**src/rtl/alu_pkg.sv**
```systemverilog
// Shared definitions for the MIPS ALU: data width, ALUFun operation codes, shifter op select.
// Latency: n/a (definitions only).
// Backpressure: n/a.
//
// ALUFun layout: [5:4] selects the class (00 arith, 01 logic, 10 shift, 11 compare).
// Codes that are not listed here produce a zero result.
package alu_pkg;

  // ALUFun codes and the 5-bit shift amount both assume a 32-bit datapath.
  localparam int ALU_W = 32;

  // Arithmetic class
  localparam logic [5:0] ALU_ADD = 6'b000000;
  localparam logic [5:0] ALU_SUB = 6'b000001;

  // Logic class
  localparam logic [5:0] ALU_AND = 6'b011000;
  localparam logic [5:0] ALU_OR  = 6'b011110;
  localparam logic [5:0] ALU_XOR = 6'b010110;
  localparam logic [5:0] ALU_NOR = 6'b010001;
  localparam logic [5:0] ALU_A   = 6'b011010;

  // Shift class
  localparam logic [5:0] ALU_SLL = 6'b100000;
  localparam logic [5:0] ALU_SRL = 6'b100001;
  localparam logic [5:0] ALU_SRA = 6'b100011;

  // Compare class
  localparam logic [5:0] ALU_EQ  = 6'b110011;
  localparam logic [5:0] ALU_NEQ = 6'b110001;
  localparam logic [5:0] ALU_LT  = 6'b110101;
  localparam logic [5:0] ALU_LEZ = 6'b111101;
  localparam logic [5:0] ALU_LTZ = 6'b111011;
  localparam logic [5:0] ALU_GTZ = 6'b111111;

  // Barrel shifter operation
  typedef enum logic [1:0] {
    SH_SLL = 2'd0,
    SH_SRL = 2'd1,
    SH_SRA = 2'd2
  } shift_op_e;

  // True for the two codes that go through the adder.
  function automatic logic is_arith(input logic [5:0] fun);
    return (fun == ALU_ADD) || (fun == ALU_SUB);
  endfunction

endpackage

```
**src/rtl/mips_alu_if.sv**
```systemverilog
// Operand/result bundle between the datapath and the ALU.
// Latency: n/a (wiring only); out is one cycle behind the operands.
// Backpressure: none; a new operation may be presented every cycle.
//
// Signals: in1, in2 (operands), ALUFun (op select), sign (signed/unsigned), out (result).
// When ALU_FLAGS_EN is defined the bundle also carries zero, overflow and negative flags.
// Modports: master = datapath side (drives operands), slave = ALU side (drives result).
interface mips_alu_if;
  import alu_pkg::*;

  logic [ALU_W-1:0] in1;
  logic [ALU_W-1:0] in2;
  logic [5:0]       ALUFun;
  logic             sign;
  logic [ALU_W-1:0] out;
`ifdef ALU_FLAGS_EN
  logic             zero;
  logic             overflow;
  logic             negative;
`endif

`ifdef ALU_FLAGS_EN
  modport master (output in1, in2, ALUFun, sign, input  out, zero, overflow, negative);
  modport slave  (input  in1, in2, ALUFun, sign, output out, zero, overflow, negative);
`else
  modport master (output in1, in2, ALUFun, sign, input  out);
  modport slave  (input  in1, in2, ALUFun, sign, output out);
`endif

endinterface

```
**src/rtl/alu_shifter.sv**
```systemverilog
// Combinational 5-stage barrel shifter for SLL / SRL / SRA.
// Latency: 0 cycles (purely combinational).
// Backpressure: none.
//
// Ports: op (shift kind), amt (shift amount 0..31), data (value to shift), res (shifted value).
// Left shifts reuse the right-shift stages by bit-reversing the data on the way in and out,
// so only one set of stages exists.
module alu_shifter
  import alu_pkg::*;
(
  input  shift_op_e        op,
  input  logic [4:0]       amt,
  input  logic [ALU_W-1:0] data,
  output logic [ALU_W-1:0] res
);

  function automatic logic [ALU_W-1:0] bit_rev(input logic [ALU_W-1:0] v);
    logic [ALU_W-1:0] r;
    for (int i = 0; i < ALU_W; i++) begin
      r[i] = v[ALU_W-1-i];
    end
    return r;
  endfunction

  logic [ALU_W-1:0] stg [0:5];
  logic             fill;

  // Only an arithmetic right shift drags the sign bit in; the left path always fills with 0.
  assign fill   = (op == SH_SRA) & data[ALU_W-1];
  assign stg[0] = (op == SH_SLL) ? bit_rev(data) : data;

  // Stage k shifts right by 2**k when amt[k] is set.
  for (genvar k = 0; k < 5; k++) begin : g_stage
    localparam int SH = 1 << k;
    assign stg[k+1] = amt[k] ? {{SH{fill}}, stg[k][ALU_W-1:SH]} : stg[k];
  end

  assign res = (op == SH_SLL) ? bit_rev(stg[5]) : stg[5];

endmodule

```
**src/rtl/mips_alu.sv**
```systemverilog
// 32-bit MIPS ALU: add/sub, bitwise logic, shifts and compares with a registered result.
// Latency: 1 cycle from operands to out (and flags); synchronous active-high reset clears them.
// Backpressure: none; accepts a new operation every cycle, reset discards the pending result.
//
// Ports: clk, reset (sync, active-high), alu (mips_alu_if.slave: in1, in2, ALUFun, sign -> out).
// Optional feature macro ALU_FLAGS_EN: adds registered zero / overflow / negative flags.
// WIDTH must stay 32: the ALUFun encoding and the 5-bit shift amount are tied to it.
module mips_alu
  import alu_pkg::*;
#(
  parameter int WIDTH = ALU_W
) (
  input  logic    clk,
  input  logic    reset,
  mips_alu_if.slave alu
);

  logic [WIDTH-1:0] in1;
  logic [WIDTH-1:0] in2;
  logic [5:0]       fun;
  logic             sgn;

  assign in1 = alu.in1;
  assign in2 = alu.in2;
  assign fun = alu.ALUFun;
  assign sgn = alu.sign;

  // ---------------------------------------------------------------
  // Adder: one carry chain serves both ADD and SUB (in1 + ~in2 + 1).
  // ---------------------------------------------------------------
  logic             is_sub;
  logic [WIDTH-1:0] b_eff;
  logic [WIDTH-1:0] add_res;

  assign is_sub = (fun == ALU_SUB);
  assign b_eff  = is_sub ? ~in2 : in2;

`ifdef ALU_FLAGS_EN
  logic carry;
  assign {carry, add_res} = {1'b0, in1} + {1'b0, b_eff} + {{WIDTH{1'b0}}, is_sub};
`else
  assign add_res = in1 + b_eff + {{(WIDTH-1){1'b0}}, is_sub};
`endif

  // ---------------------------------------------------------------
  // Shifter: amount comes from in1[4:0], the data from in2.
  // ---------------------------------------------------------------
  shift_op_e        sh_op;
  logic [WIDTH-1:0] sh_res;

  always_comb begin
    sh_op = SH_SRL;
    if (fun == ALU_SLL)      sh_op = SH_SLL;
    else if (fun == ALU_SRA) sh_op = SH_SRA;
  end

  alu_shifter u_shifter (
    .op   (sh_op),
    .amt  (in1[4:0]),
    .data (in2),
    .res  (sh_res)
  );

  // ---------------------------------------------------------------
  // Compare unit. The zero-tests look at in1 as two's complement
  // whatever the sign input says.
  // ---------------------------------------------------------------
  logic eq;
  logic lt;
  logic in1_zero;
  logic in1_neg;

  assign eq       = (in1 == in2);
  assign lt       = sgn ? ($signed(in1) < $signed(in2)) : (in1 < in2);
  assign in1_zero = (in1 == '0);
  assign in1_neg  = in1[WIDTH-1];

  // ---------------------------------------------------------------
  // Result select
  // ---------------------------------------------------------------
  logic [WIDTH-1:0] res_nxt;

  always_comb begin
    res_nxt = '0;
    case (fun)
      ALU_ADD, ALU_SUB:          res_nxt = add_res;
      ALU_AND:                   res_nxt = in1 & in2;
      ALU_OR:                    res_nxt = in1 | in2;
      ALU_XOR:                   res_nxt = in1 ^ in2;
      ALU_NOR:                   res_nxt = ~(in1 | in2);
      ALU_A:                     res_nxt = in1;
      ALU_SLL, ALU_SRL, ALU_SRA: res_nxt = sh_res;
      ALU_EQ:                    res_nxt = {{(WIDTH-1){1'b0}}, eq};
      ALU_NEQ:                   res_nxt = {{(WIDTH-1){1'b0}}, ~eq};
      ALU_LT:                    res_nxt = {{(WIDTH-1){1'b0}}, lt};
      ALU_LEZ:                   res_nxt = {{(WIDTH-1){1'b0}}, in1_neg | in1_zero};
      ALU_LTZ:                   res_nxt = {{(WIDTH-1){1'b0}}, in1_neg};
      ALU_GTZ:                   res_nxt = {{(WIDTH-1){1'b0}}, ~in1_neg & ~in1_zero};
      default:                   res_nxt = '0;
    endcase
  end

  always_ff @(posedge clk) begin
    if (reset) begin
      alu.out <= '0;
    end else begin
      alu.out <= res_nxt;
    end
  end

`ifdef ALU_FLAGS_EN
  // ---------------------------------------------------------------
  // Flags. Signed overflow: operands (after the SUB inversion) agree
  // in sign but the result does not. Unsigned: carry-out for ADD,
  // borrow (no carry-out) for SUB. The true signed sign of the 33-bit
  // result is the truncated sign bit corrected by the overflow.
  // ---------------------------------------------------------------
  logic s_ovf;
  logic ovf_nxt;
  logic neg_nxt;
  logic arith;

  assign arith = is_arith(fun);
  assign s_ovf = (in1[WIDTH-1] == b_eff[WIDTH-1]) && (add_res[WIDTH-1] != in1[WIDTH-1]);

  always_comb begin
    ovf_nxt = 1'b0;
    neg_nxt = 1'b0;
    if (arith) begin
      if (sgn) begin
        ovf_nxt = s_ovf;
        neg_nxt = add_res[WIDTH-1] ^ s_ovf;
      end else begin
        ovf_nxt = is_sub ? ~carry : carry;
        neg_nxt = add_res[WIDTH-1];
      end
    end
  end

  always_ff @(posedge clk) begin
    if (reset) begin
      alu.zero     <= 1'b0;
      alu.overflow <= 1'b0;
      alu.negative <= 1'b0;
    end else begin
      alu.zero     <= (res_nxt == '0);
      alu.overflow <= ovf_nxt;
      alu.negative <= neg_nxt;
    end
  end
`endif

endmodule

```
**src/flat_wrapper.sv**
```systemverilog
// flat-port wrapper written by rule: the top's interface ports become plain ports
module mips_alu_flat import alu_pkg::*;
#(
  parameter int WIDTH = ALU_W
)
  (clk, reset, alu_in1, alu_in2, alu_ALUFun, alu_sign, alu_out);
  mips_alu_if alu_i ();
  input  logic clk;
  input  logic reset;
  input wire logic [$bits(alu_i.in1)-1:0] alu_in1;
  input wire logic [$bits(alu_i.in2)-1:0] alu_in2;
  input wire logic [$bits(alu_i.ALUFun)-1:0] alu_ALUFun;
  input wire logic [$bits(alu_i.sign)-1:0] alu_sign;
  output wire logic [$bits(alu_i.out)-1:0] alu_out;
  assign alu_i.in1 = alu_in1;
  assign alu_i.in2 = alu_in2;
  assign alu_i.ALUFun = alu_ALUFun;
  assign alu_i.sign = alu_sign;
  assign alu_out = alu_i.out;
  mips_alu #(.WIDTH(WIDTH)) u_core (.clk(clk), .reset(reset), .alu(alu_i));
endmodule
```
**config.mk**
```make
export PLATFORM = sky130hd
export DESIGN_NAME = mips_alu_flat
export DESIGN_NICKNAME = d
export VERILOG_FILES = /design/src/rtl/alu_pkg.sv /design/src/rtl/mips_alu_if.sv /design/src/rtl/alu_shifter.sv /design/src/rtl/mips_alu.sv /design/src/flat_wrapper.sv
export SDC_FILE = /design/constraint.sdc
export NUM_CORES = 1
export LEC_CHECK = 0
export ABC_AREA = 1
export CAP_MARGIN = 20
export CORE_UTILIZATION = 35
export DETAILED_ROUTE_END_ITERATION = 16
export GPL_TIMING_DRIVEN = 0
export PLACE_DENSITY = 0.55
export RECOVER_POWER = 100
export SKIP_CTS_REPAIR_TIMING = 1
export SLEW_MARGIN = 20
export SYNTH_ARGS = -nofsm -noshare
export SYNTH_HDL_FRONTEND = slang
export SYNTH_HIERARCHICAL = 1
export SYNTH_SLANG_ARGS = --single-unit
```
**constraint.sdc**
```tcl
create_clock -name clk -period 5.48 [get_ports clk]
set_clock_uncertainty 0.1 [all_clocks]
set_input_delay 0.822 -clock clk [delete_from_list [all_inputs] [get_ports clk]]
set_output_delay 0.822 -clock clk [all_outputs]
set_load 0.01 [all_outputs]
```
==> qor.log <==
qor: status.run_status complete, but fails checks
qor: status.failed_checks DRC
qor: critical_path.cp-end-kind flip-flop
qor: pwr.irDropWorstVdd 0.0000918 V
qor: die.ios 105
qor: global_routing.gr-usage-all-layers 0.340
qor: critical_path.worst_path_max_delay_cell sky130_fd_sc_hd__a2111oi_0
qor: detailed_routing.avgRoutedWirePerCell 22.6 um
qor: die.die_height 162 um
qor: global_routing.grt_overflow_total 0
qor: pwr.powerDensity 129 nW/um^2
qor: final_layout.largest_regs u_core/alu.out (32)
qor: global_routing.initial_antenna_violation_count 2
qor: synthesis.yosys_register_bits 32
qor: placed_design.gpl.final_weighted_congestion 1.01
qor: detailed_routing.detail-route-antenna-nets 0
qor: detailed_routing.drc 2
qor: die.floorplan.initialDensity 0.356
qor: clock_network.clock_buffer_count_from_cts 5
qor: critical_path.timing.critical_path.mode_cell sky130_fd_sc_hd__nand3_1
qor: detailed_routing.vias 11684
qor: synthesis.synth.cell_area 8940 sq um
qor: die.core-area 25100 sq um
qor: critical_path.worst_ep_required 5.52 ns
qor: placed_design.hpwl 38100 um
qor: final_layout.synthToLayoutAreaGrowth 18.1%
qor: clock_network.clockBufferDepth 2
qor: synthesis.postSynthNetCount 1773
qor: synthesis.postSynthAreaPerCell 5.71 sq um
qor: sta.timing.max_slew.rel_slack 0.236
qor: critical_path.timing.critical_path.fanout_max 10
qor: critical_path.worstPathBufferInverterCount 4
qor: sta.grt_setup_unrepaired no
qor: worst_hold_path.holdCritPathClass in2reg
qor: critical_path.critPathTopFamily simple AND/OR/NAND/NOR gates
qor: sta.worst_hold_slack 1.12 ns
qor: sta.worstMarginPinSlew 1.12 ns
qor: pwr.total_power 1.36 mW
qor: critical_path.worstSetupStartpointType primary input
qor: critical_path.crit_arrival 5.39 ns
qor: flow_run.cap_viol_max_count 0
qor: synthesis.dominantRegCellSynth sky130_fd_sc_hd__dfxtp_1
qor: synthesis.ys_warn_count 6
qor: final_layout.nNetsFinal 1884
qor: sta.final-setup-viol-count 0
qor: detailed_routing.routed_wl 45500 um
qor: die.design.die.area 26200 sq um
qor: synthesis.postSynthCellCount 1566
qor: clock_network.clock_sink_count 32
qor: final_layout.drive_gt1_frac 0.0393
qor: sta.hold_viol_final 0
qor: clock_network.tritoncts built
qor: final_layout.registers.top_by_ff_count u_core/alu.out
qor: synthesis.yosysSeqAreaShare 0.0716
qor: detailed_routing.viasPerCell 5.81
qor: critical_path.cp_cell_sequence dlygate4sd3_1 -> nor2_4 -> nand3_1 -> inv_1 -> clkbuf_2 -> nand2_1 -> nor2_4 -> buf_6 -> nand2_1 -> nand3_1 -> nand3_1 -> nand3_1 -> nand2_1 -> nand2_1 -> nand3_1 -> nand3_1 -> nand2_1 -> a2111oi_0 -> a21oi_1
qor: sta.finalCritPeriodShare 0.977
qor: pwr.p_leak 5.32 nW
qor: synthesis.synth_cell_type_count 51
qor: detailed_routing.detailedRoute.firstIterationViolations 1591
qor: clock_network.path_clk_slew 0.06 ns
qor: sta.fmax 0.187 GHz
qor: clock_network.cts-htree-levels 2
qor: critical_path.timing_worst_setup_path_type in2reg
qor: synthesis.synthArstFlopShare 0
qor: die.floorplan.rows 58
qor: sta.timing.final.crit_period 5.36 ns
qor: final_layout.largest_register_ffs 32
qor: die.die_width 162 um
qor: critical_path.cp_max_stage_delay 0.97 ns
qor: clock_network.clock-root-buffer sky130_fd_sc_hd__clkbuf_16
qor: sta.timing.final.max_slew_violations 0
qor: placed_design.placement.io_buffers 104
qor: synthesis.synth_edf_count 0
qor: global_routing.grt_first_pass_wirelength 65600 um
qor: global_routing.pin_count_of_the_biggest_net_entering_global_routing 11
qor: detailed_routing.drt-pass1-iter-count 12
qor: global_routing.vias_in_the_first_global_route 10691
Yosys cell counts, types with 14 or more instances:
library cell	number	area, sq um
sky130_fd_sc_hd__a221oi_1	15	131
sky130_fd_sc_hd__o21ai_0	68	340
sky130_fd_sc_hd__buf_2	24	120
sky130_fd_sc_hd__clkbuf_1	20	75.1
sky130_fd_sc_hd__nand4_1	14	87.6
sky130_fd_sc_hd__nand3_1	321	1610
sky130_fd_sc_hd__a21oi_1	89	445
sky130_fd_sc_hd__nor3_1	16	80.1
sky130_fd_sc_hd__nand2_1	425	1600
sky130_fd_sc_hd__ha_1	133	1660
sky130_fd_sc_hd__nor2_1	82	308
sky130_fd_sc_hd__dfxtp_1	32	641
sky130_fd_sc_hd__xor2_1	32	280
sky130_fd_sc_hd__buf_1	16	60.1
sky130_fd_sc_hd__inv_1	161	604
cell usage in the layout (no fill, tap or decap), types with 11 or more instances in the layout:
| master | Yosys | layout |
|---|---|---|
| sky130_fd_sc_hd__a21oi_1 | 89 | 89 |
| sky130_fd_sc_hd__nand2_1 | 425 | 425 |
| sky130_fd_sc_hd__nand3_1 | 321 | 321 |
| sky130_fd_sc_hd__xor2_1 | 32 | 32 |
| sky130_fd_sc_hd__clkbuf_1 | 20 | 21 |
| sky130_fd_sc_hd__dlygate4sd3_1 | 0 | 33 |
| sky130_fd_sc_hd__nor2_1 | 82 | 82 |
| sky130_fd_sc_hd__a31oi_1 | 11 | 11 |
| sky130_fd_sc_hd__o21ai_0 | 68 | 69 |
| sky130_fd_sc_hd__nor3_1 | 16 | 16 |
| sky130_fd_sc_hd__a221oi_1 | 15 | 15 |
| sky130_fd_sc_hd__dfxtp_1 | 32 | 32 |
| sky130_fd_sc_hd__buf_2 | 24 | 24 |
| sky130_fd_sc_hd__buf_1 | 16 | 16 |
| sky130_fd_sc_hd__clkdlybuf4s50_1 | 0 | 71 |
| sky130_fd_sc_hd__inv_1 | 161 | 162 |
| sky130_fd_sc_hd__nand4_1 | 14 | 14 |
| sky130_fd_sc_hd__ha_1 | 133 | 133 |
per-layer routing:
layer | vias up | wire length (um) | track usage
met2 | 686 | 18700 | 0.498
met4 | 2 | 1680 | 0.130
li1 | 5521 | - | -
met5 | - | 91 | 0.0265
met1 | 5383 | 20100 | 0.477
met3 | 92 | 4970 | 0.0761
path summary, 6_finish.rpt:
kind	from	slack, ns	cells past startpoint	end
worst max-delay path	alu_ALUFun[3]	0.12	19	u_core/alu.out[19]$_SDFF_PP0_
worst min-delay path	alu_sign	1.12	5	u_core/alu.out[0]$_SDFF_PP0_
power breakdown:
group	internal, mW	switching, mW	leakage [nW]	total (mW)
Combinational	0.261	0.544	4.99	0.806
Sequential	0.240	0.00171	0.259	0.241
Clock	0.182	0.128	0.0712	0.310
Total	0.683	0.674	5.32	1.36
kinds of logic (layout without fill, tap and decap cells):
family,count (synthesis),after routing,share of synthesized area
AND/OR/NAND/NOR,889,889,0.438
AO/OA/AOI/OAI,244,244,0.164
buffers and inverters,234,346,0.107
adder cells (fa/ha/maj),134,134,0.188
XOR/XNOR,33,33,0.0323
flip-flops,32,32,0.0716
other,0,3,0
per-stage QoR:
stage               cell area, sq um  std cells  setup WS, ns  TNS (ns)   util
finish                         10600       2011         0.123         0  0.421
detailed placement             10400       2000        -0.176    -0.394  0.414
floorplan                       8940       1566          2.07         0      -
global placement               10400       2000        -0.460    -0.816  0.414
CTS                            10500       2008         0.103         0  0.420
global route                   10600       2008         0.114         0  0.420
layout make-up:
class,count,area [sq um]
Antenna cell,3,7.51
Sequential cell,32,641
Buffer,69,335
Inverter,165,619
Fill cell,2848,14500
Tap cell,330,413
Timing Repair Buffer,104,1040
Clock buffer,8,146
Multi-Input combinational cell,1300,7360
Note: power is estimated with default switching activity, not from simulation.
